File: src/rtl/instr_fetch_stage.sv
// instr_fetch_stage
//   Fetch stage plus IF/ID pipeline register feeding the main control decoder.
//   Owns the PC, issues fetch requests to instruction memory, latches the
//   returned word together with its PC+4, and presents the opcode field.
//   Stalls from the hazard unit hold the PC and IF/ID; a word returned while
//   stalled is parked in a one-entry hold buffer. Taken BEQ (EX) and JAL (ID)
//   redirect the PC and flush IF/ID, overriding any stall.
//
// Handshake: a fetch is in flight whenever imem_req is high; imem_ready high
//   in that cycle means imem_rdata is the word at imem_addr and is consumed on
//   the same rising edge. imem_req is low in S_HOLD and in the first cycle
//   after reset, and imem_ready/imem_rdata are ignored whenever imem_req is low.
//
// Ports
//   clk, rst_n                   clock, asynchronous active-low reset
//   stall                        hold PC and IF/ID
//   branch_taken, branch_target  EX redirect (wins over jal)
//   jal, jal_target              ID redirect
//   imem_req, imem_addr          fetch request / address (== PC)
//   imem_ready, imem_rdata       fetch response
//   ifid_valid, ifid_instr       IF/ID contents (instr is 0 when invalid)
//   ifid_pc4, ifid_opcode        PC+4 of latched word, instr[31:26]
//   dbg_state                    1 when the FSM is in S_HOLD
module instr_fetch_stage #(
  parameter int unsigned           PC_WIDTH = 32,
  parameter logic [PC_WIDTH-1:0]   RESET_PC = '0
) (
  input  logic                clk,
  input  logic                rst_n,
  input  logic                stall,
  input  logic                branch_taken,
  input  logic [PC_WIDTH-1:0] branch_target,
  input  logic                jal,
  input  logic [PC_WIDTH-1:0] jal_target,
  output logic                imem_req,
  output logic [PC_WIDTH-1:0] imem_addr,
  input  logic                imem_ready,
  input  logic [31:0]         imem_rdata,
  output logic                ifid_valid,
  output logic [31:0]         ifid_instr,
  output logic [PC_WIDTH-1:0] ifid_pc4,
  output logic [5:0]          ifid_opcode,
  output logic                dbg_state
);

  typedef enum logic {S_REQ = 1'b0, S_HOLD = 1'b1} state_e;

  localparam logic [PC_WIDTH-1:0] ALIGN_MASK = ~PC_WIDTH'(3);

  state_e              state_q, state_d;
  logic [PC_WIDTH-1:0] pc_q, pc_d;
  logic                req_q, req_d;
  logic                valid_q, valid_d;
  logic [31:0]         instr_q, instr_d;
  logic [PC_WIDTH-1:0] pc4_q, pc4_d;
  logic [31:0]         hold_instr_q, hold_instr_d;
  logic [PC_WIDTH-1:0] hold_pc4_q, hold_pc4_d;

  logic                redirect;
  logic [PC_WIDTH-1:0] redirect_pc;
  logic [PC_WIDTH-1:0] pc_plus4;
  logic                accept;

  // EX branch is older than the ID jal, so it wins when both fire.
  assign redirect    = branch_taken | jal;
  assign redirect_pc = (branch_taken ? branch_target : jal_target) & ALIGN_MASK;
  assign pc_plus4    = pc_q + PC_WIDTH'(4);  // wraps modulo 2^PC_WIDTH
  // A response only counts while a request is actually outstanding.
  assign accept      = (state_q == S_REQ) && req_q && imem_ready;

  always_comb begin
    state_d      = state_q;
    pc_d         = pc_q;
    valid_d      = valid_q;
    instr_d      = instr_q;
    pc4_d        = pc4_q;
    hold_instr_d = hold_instr_q;
    hold_pc4_d   = hold_pc4_q;

    if (redirect) begin
      // Flush IF/ID and the hold buffer; any word returned now is dropped.
      pc_d         = redirect_pc;
      valid_d      = 1'b0;
      instr_d      = '0;
      pc4_d        = '0;
      hold_instr_d = '0;
      hold_pc4_d   = '0;
      state_d      = S_REQ;
    end else begin
      case (state_q)
        S_REQ: begin
          if (accept) begin
            pc_d = pc_plus4;
            if (stall) begin
              hold_instr_d = imem_rdata;
              hold_pc4_d   = pc_plus4;
              state_d      = S_HOLD;
            end else begin
              valid_d = 1'b1;
              instr_d = imem_rdata;
              pc4_d   = pc_plus4;
            end
          end else if (!stall) begin
            // Nothing arrived: decode sees a bubble.
            valid_d = 1'b0;
            instr_d = '0;
            pc4_d   = '0;
          end
        end
        S_HOLD: begin
          if (!stall) begin
            valid_d = 1'b1;
            instr_d = hold_instr_q;
            pc4_d   = hold_pc4_q;
            state_d = S_REQ;
          end
        end
        default: state_d = S_REQ;
      endcase
    end

    req_d = (state_d == S_REQ);
  end

  always_ff @(posedge clk or negedge rst_n) begin
    if (!rst_n) begin
      state_q      <= S_REQ;
      pc_q         <= RESET_PC;
      req_q        <= 1'b0;
      valid_q      <= 1'b0;
      instr_q      <= '0;
      pc4_q        <= '0;
      hold_instr_q <= '0;
      hold_pc4_q   <= '0;
    end else begin
      state_q      <= state_d;
      pc_q         <= pc_d;
      req_q        <= req_d;
      valid_q      <= valid_d;
      instr_q      <= instr_d;
      pc4_q        <= pc4_d;
      hold_instr_q <= hold_instr_d;
      hold_pc4_q   <= hold_pc4_d;
    end
  end

  assign imem_req    = req_q;
  assign imem_addr   = pc_q;
  assign ifid_valid  = valid_q;
  assign ifid_instr  = instr_q;
  assign ifid_pc4    = pc4_q;
  assign ifid_opcode = instr_q[31:26];
  assign dbg_state   = (state_q == S_HOLD);

endmodule

File: config.mk
export PLATFORM = sky130hd
export DESIGN_NAME = instr_fetch_stage
export DESIGN_NICKNAME = d
export VERILOG_FILES = /design/src/rtl/instr_fetch_stage.sv
export SDC_FILE = /design/constraint.sdc
export NUM_CORES = 1
export LEC_CHECK = 0
export BUFFER_PORTS_ARGS = -buffer_cell sky130_fd_sc_hd__buf_2
export CAP_MARGIN = 0
export CELL_PAD_IN_SITES_DETAIL_PLACEMENT = 1
export CELL_PAD_IN_SITES_GLOBAL_PLACEMENT = 1
export CORE_MARGIN = 8
export CORE_UTILIZATION = 40
export CTS_CLUSTER_SIZE = 16
export DETAILED_ROUTE_END_ITERATION = 10
export GPL_ROUTABILITY_DRIVEN = 0
export PLACE_DENSITY = 0.9
export SYNTH_ARGS = -nofsm -noshare
export SYNTH_HDL_FRONTEND = slang
export SYNTH_SLANG_ARGS = --single-unit
File: constraint.sdc
create_clock -name clk -period 2.54 [get_ports clk]
set_input_delay 0.254 -clock clk [delete_from_list [all_inputs] [get_ports clk]]
set_output_delay 0.254 -clock clk [all_outputs]
set_load 0.01 [all_outputs]
======== Word level (Yosys, flattened, before mapping) ========
Cells that the tools add are included.
storage, ports and cells
  flip-flop bits (word level) ............. 163
  latch bits .............................. 0
  RAM bits ................................ 0
  ROM bits ................................ 0
  input port bits ......................... 102
  output and inout bits ................... 105
  logic and storage cells ................. 55
  memories kept ........................... 0
operators by class
  $add $sub $neg .......................... 1
  multipliers ............................. 0
  divide/modulo/power cells ............... 0
  magnitude comparators ................... 0
  eq/ne operators ......................... 4
  shift operators ......................... 0
  multiplexer cells ....................... 32
  bitwise logic cells ..................... 3
  reduce and logical (&&, ||, !) cells .... 7
operators with widths
  cell                     count
  $mux W32                 21
  $pmux W32 S2             2
  $add A32 B3 Y32 const B  1
  $mux W1                  7
  $ne A4 B4 Y1 const B     1
  $pmux W1 S2              2
  $reduce_and A2 Y1        2
  $reduce_bool A2 Y1       2
  $ne A3 B2 Y1 const B     1
  $ne A3 B3 Y1 const B     1
  $reduce_and A3 Y1        1
  $logic_and A1 B1 Y1      2
  $ne A2 B1 Y1 const B     1
  $not A1 Y1               2
  $or A1 B1 Y1             1

======== Longest topological paths before layout ========
  depth in word-level cells ............... 7
  gate-level depth with buffers ........... 7
  gate-level depth less buffers ........... 6

======== Least setup slack after synthesis ========
No wires, ideal clock.
  path type ............................... register to register
  start point ............................. reg pc_q[2] (netlist: imem_addr[2])
  end point ............................... reg pc_q[22] (netlist: imem_addr[22])
  library setup time ...................... 0.124 ns
  data arrival time ....................... 1.867 ns
  data required time ...................... 2.416 ns
  slack ................................... 0.549 ns
  stages on the path, launching flop included .. 7
  buffers on the path ..................... 0
  clock period less this slack ............ 1.991 ns
  cells stage by stage .................... dfrtp_1 > ha_1 > nand3_2 > nor4_4 > and2_1 > o22ai_1 > a211o_1
between the ends
  word-level cells in the longest chain between the ends .. 4
RTL lines
  what                    RTL line  RTL
  from (decl)             51        logic [PC_WIDTH-1:0] pc_q, pc_d;
  from (signal assigned)  137       pc_q <= pc_d;
  $add A32 B3 Y32         67        assign pc_plus4 = pc_q + PC_WIDTH'(4);
  $mux W32                92        if (accept) begin
  $mux W32                90        case (state_q)
  $mux W32                80        if (redirect) begin
Every way passes these cells. The select of a mux whose other input is x is not followed.
A chain may end at the register's enable or synchronous reset.

======== Final worst setup path ========
  start point ............................. reg pc_q[3] (netlist: imem_addr[3])
  end point ............................... reg pc4_q[26] (netlist: ifid_pc4[26])
between the ends
  word-level cells in the longest chain between the ends .. 5
RTL lines
  what                  RTL line  RTL
  $add A32 B3 Y32       67
  $mux W32              94        if (stall) begin
  $mux W32              92
  $pmux W32 S2          90
  $mux W32              80
  to (signal assigned)  141       pc4_q <= pc4_d;
  to (decl)             55        logic [PC_WIDTH-1:0] pc4_q, pc4_d;
Every way passes these cells. The select of a mux whose other input is x is not followed.

==> flow_summary.yaml <==
status:
  outcome: "completed"
finish:
  drive_gt1_frac: 0.274
  antenna_cells: 0
  final_nets: 1138
  syn_to_final_growth_pct: 22.6
  design_area_mm2: 0.00976
synth:
  yosys.area_share.simple: 0.199
  synth_mux_area_frac: 0.00424
  synth_fa_ha_area_frac: 0.00157
  ys_ff_latch: 158
  synth.avg_cell_area_um2: 9.16
  synth.most_common_cell: "dfrtp_1"
  netlist_top_cells_count: "dfrtp_1 (158), a21oi_1 (103), nand2_1 (97), nor2_1 (83), clkbuf_1 (54)"
  synth_compound_area_frac: 0.192
  synth_top_family_by_area: "simple AND/OR/NAND/NOR gates"
  ys_seq_area_frac: 0.496
  synth_warnings: 0
  yosys.area_share.xor_xnor: 0.0550
  synth_cell_types: 54
  yosys_most_used_dff: "dfrtp_1"
  yosysTopAreaCellShare: 0.496
  synth-edff-count: 0
  synth_area_mm2: 0.00797
  yosysTopAreaCell: "dfrtp_1"
  postSynthCellCount: 870
  async_flop_share: 1.00
  synth_area_leaders: "dfrtp_1 (50%), a21oi_1 (6.5%), nand2_1 (4.6%)"
setup_path:
  rrSetupSlack_ps: 150
  path_max_fanout: 8
  critPathLaunchType: "flip-flop"
  cp_data_arrival_time_ps: 2670
  cp.required_ps: 2820
  crit_type: "flip-flop to flip-flop"
  worstSetupEndpointType: "flip-flop"
timing:
  max_freq_mhz: 418
  finalHoldViolCount: 0
  drv_slew: 0
  rsz0062_at_grt: "no"
  timing.hold.ws_ps: 58.2
  fin_crit_sh: 0.942
  worst_pin_slew_ps: 622
  worst_clock_skew_ps: 7.52
  setup_slack_ps: 146
  timing.final.crit_period_ps: 2390
  slew_headroom: 0.584
  setup_viol: 0
  fin_setup_tns_ps: 0
die:
  rows: 51
  die_w_um: 157
  core_area_mm2: 0.0195
  io_pins: 207
  initial_utilization: 0.408
  die_area_mm2: 0.0247
  dieHeight_um: 157
global_route:
  grt_pass1_wl_um: 44700
  grt_max_degree: 78
  grt_usage: 0.231
  grt_pass1_vias: 8022
  grt_overflow: 0
  antenna_found_initial: 0
pwr:
  vdd_drop_max_v: 0.000365
  power_density_mw_per_mm2: 618
  power_uw: 6030
  leakagePower_uw: 0.00453
hold_path:
  min_path_type: "input port to flip-flop"
placement:
  dp_hpwl_um: 19900
  port_buffers: 200
  dp_slack_ps: 175
  placed_area_mm2: 0.00924
run:
  drv_cap: 0
clocking:
  cts_buffer_depth: 2
  cts_tree: "built"
  numClockSinks: 158
  clkLatencyLatePin_ps: 420
  cts-resized-gates: 0
  clk_pin_slew_ps: 60
  hold_buffers: 1
  cts_buffers: 17
  htreeDepth: 4
  cts_setup_buffers: 0
  cts_root_buf: "clkbuf_16"
routing:
  avgRoutedWirePerCell_um: 21.6
  post-route-drc-count: 0
  wirelength_um: 28200
  viasPerCell: 5.76
  first_iter_violations: 464
  vias: 7548
  ant_nets: 0
  firstDrtPassIters: 7
==> stage by stage <==
stage,std cells,utilization
finish,1310,0.500
global route,1310,0.500
CTS,1310,0.500
detailed placement,1280,0.473
global placement,1280,0.473
floorplan,871,-
==> sequential cells by signal, indices dropped and copies added, names as in the netlist <==
| register | cells |
|---|---|
| hold_instr_q | 32 |
| ifid_instr | 32 |
| ifid_pc4 | 31 |
| hold_pc4_q | 30 |
| imem_addr | 30 |
| dbg_state | 1 |
| ifid_valid | 1 |
| imem_req | 1 |
==> cells in the final DEF, fill, tap and decap left out, types with 3 or more instances in the layout <==
cell and n:
nor4_1 5, and2_1 3, a211oi_2 3, buf_4 25, mux2_2 3, nor2_1 81, o211a_1 3, clkbuf_16 17
clkbuf_8 3, a211oi_1 17, nand2_2 4, inv_1 6, dfrtp_1 157, nand4_1 13, o21ai_0 43, xor2_1 33
o22ai_1 25, xnor2_1 17, clkbuf_1 3, nor3_1 35, nand2_1 96, nor2b_1 15, or3_1 3, nor2_4 3
and4_1 4, buf_2 199, a22oi_1 5, a221oi_1 37, a21oi_1 103, buf_12 5, nand3_1 21, clkinv_2 3
and3_1 17
==> worst max-delay path, cell delays in order, from the launching register on <==
cell and delay [ps]:
dfrtp_1 460, ha_1 270, nand3_2 260, nor4_4 450, buf_4 190, nand2_2 50
xor2_1 390, o22ai_1 180
==> power breakdown <==
group	switching [uW]	leakage [uW]	internal [uW]
logic	611	0.00218	349
registers	144	0.00210	2630
clock network	992	0.000251	1310
total	1750	0.00453	4280
==> cells by family (layout without fill, tap and decap cells) <==
family / count (synthesis) / in the layout
other: 1 / 2
buffers and inverters: 93 / 267
xor gates and xnor gates: 50 / 50
and+or+nand+nor: 318 / 318
DFF: 158 / 158
muxes: 3 / 3
AOI/OAI and AO/OA: 246 / 246
adders and majority gates: 1 / 1
==> cell type report <==
cell class                      count  area [um^2]
Clock buffer                       23          478
Clock inverter                      6         38.8
Fill cell                        2339         9760
Inverter                            7         26.3
Multi-Input combinational cell    620         3630
Sequential cell                   158         3960
Tap cell                          265          332
Timing Repair Buffer              231         1310
==> worst paths after layout <==
kind,startpoint,end,cells after the start
worst max-delay path,imem_addr[3],ifid_pc4[26],7
worst min-delay path,branch_target[2],imem_addr[2],3
worst max register to register,imem_addr[3],ifid_pc4[26],7
worst min register to register,ifid_pc4[10],ifid_pc4[10],1
max in group asynchronous,rst_n,imem_addr[3],3
min in group asynchronous,rst_n,ifid_instr[7],2
==> layer usage <==
layer / part of all wire / routed length (um) / global-route usage
met3: 0.081 / 2280 / 0.0595
met1: 0.42 / 11900 / 0.295
met5: 0 / 0 / 0
met4: 0.027 / 758 / 0.0866
met2: 0.47 / 13300 / 0.371
Note: power is estimated with default switching activity, not from simulation.
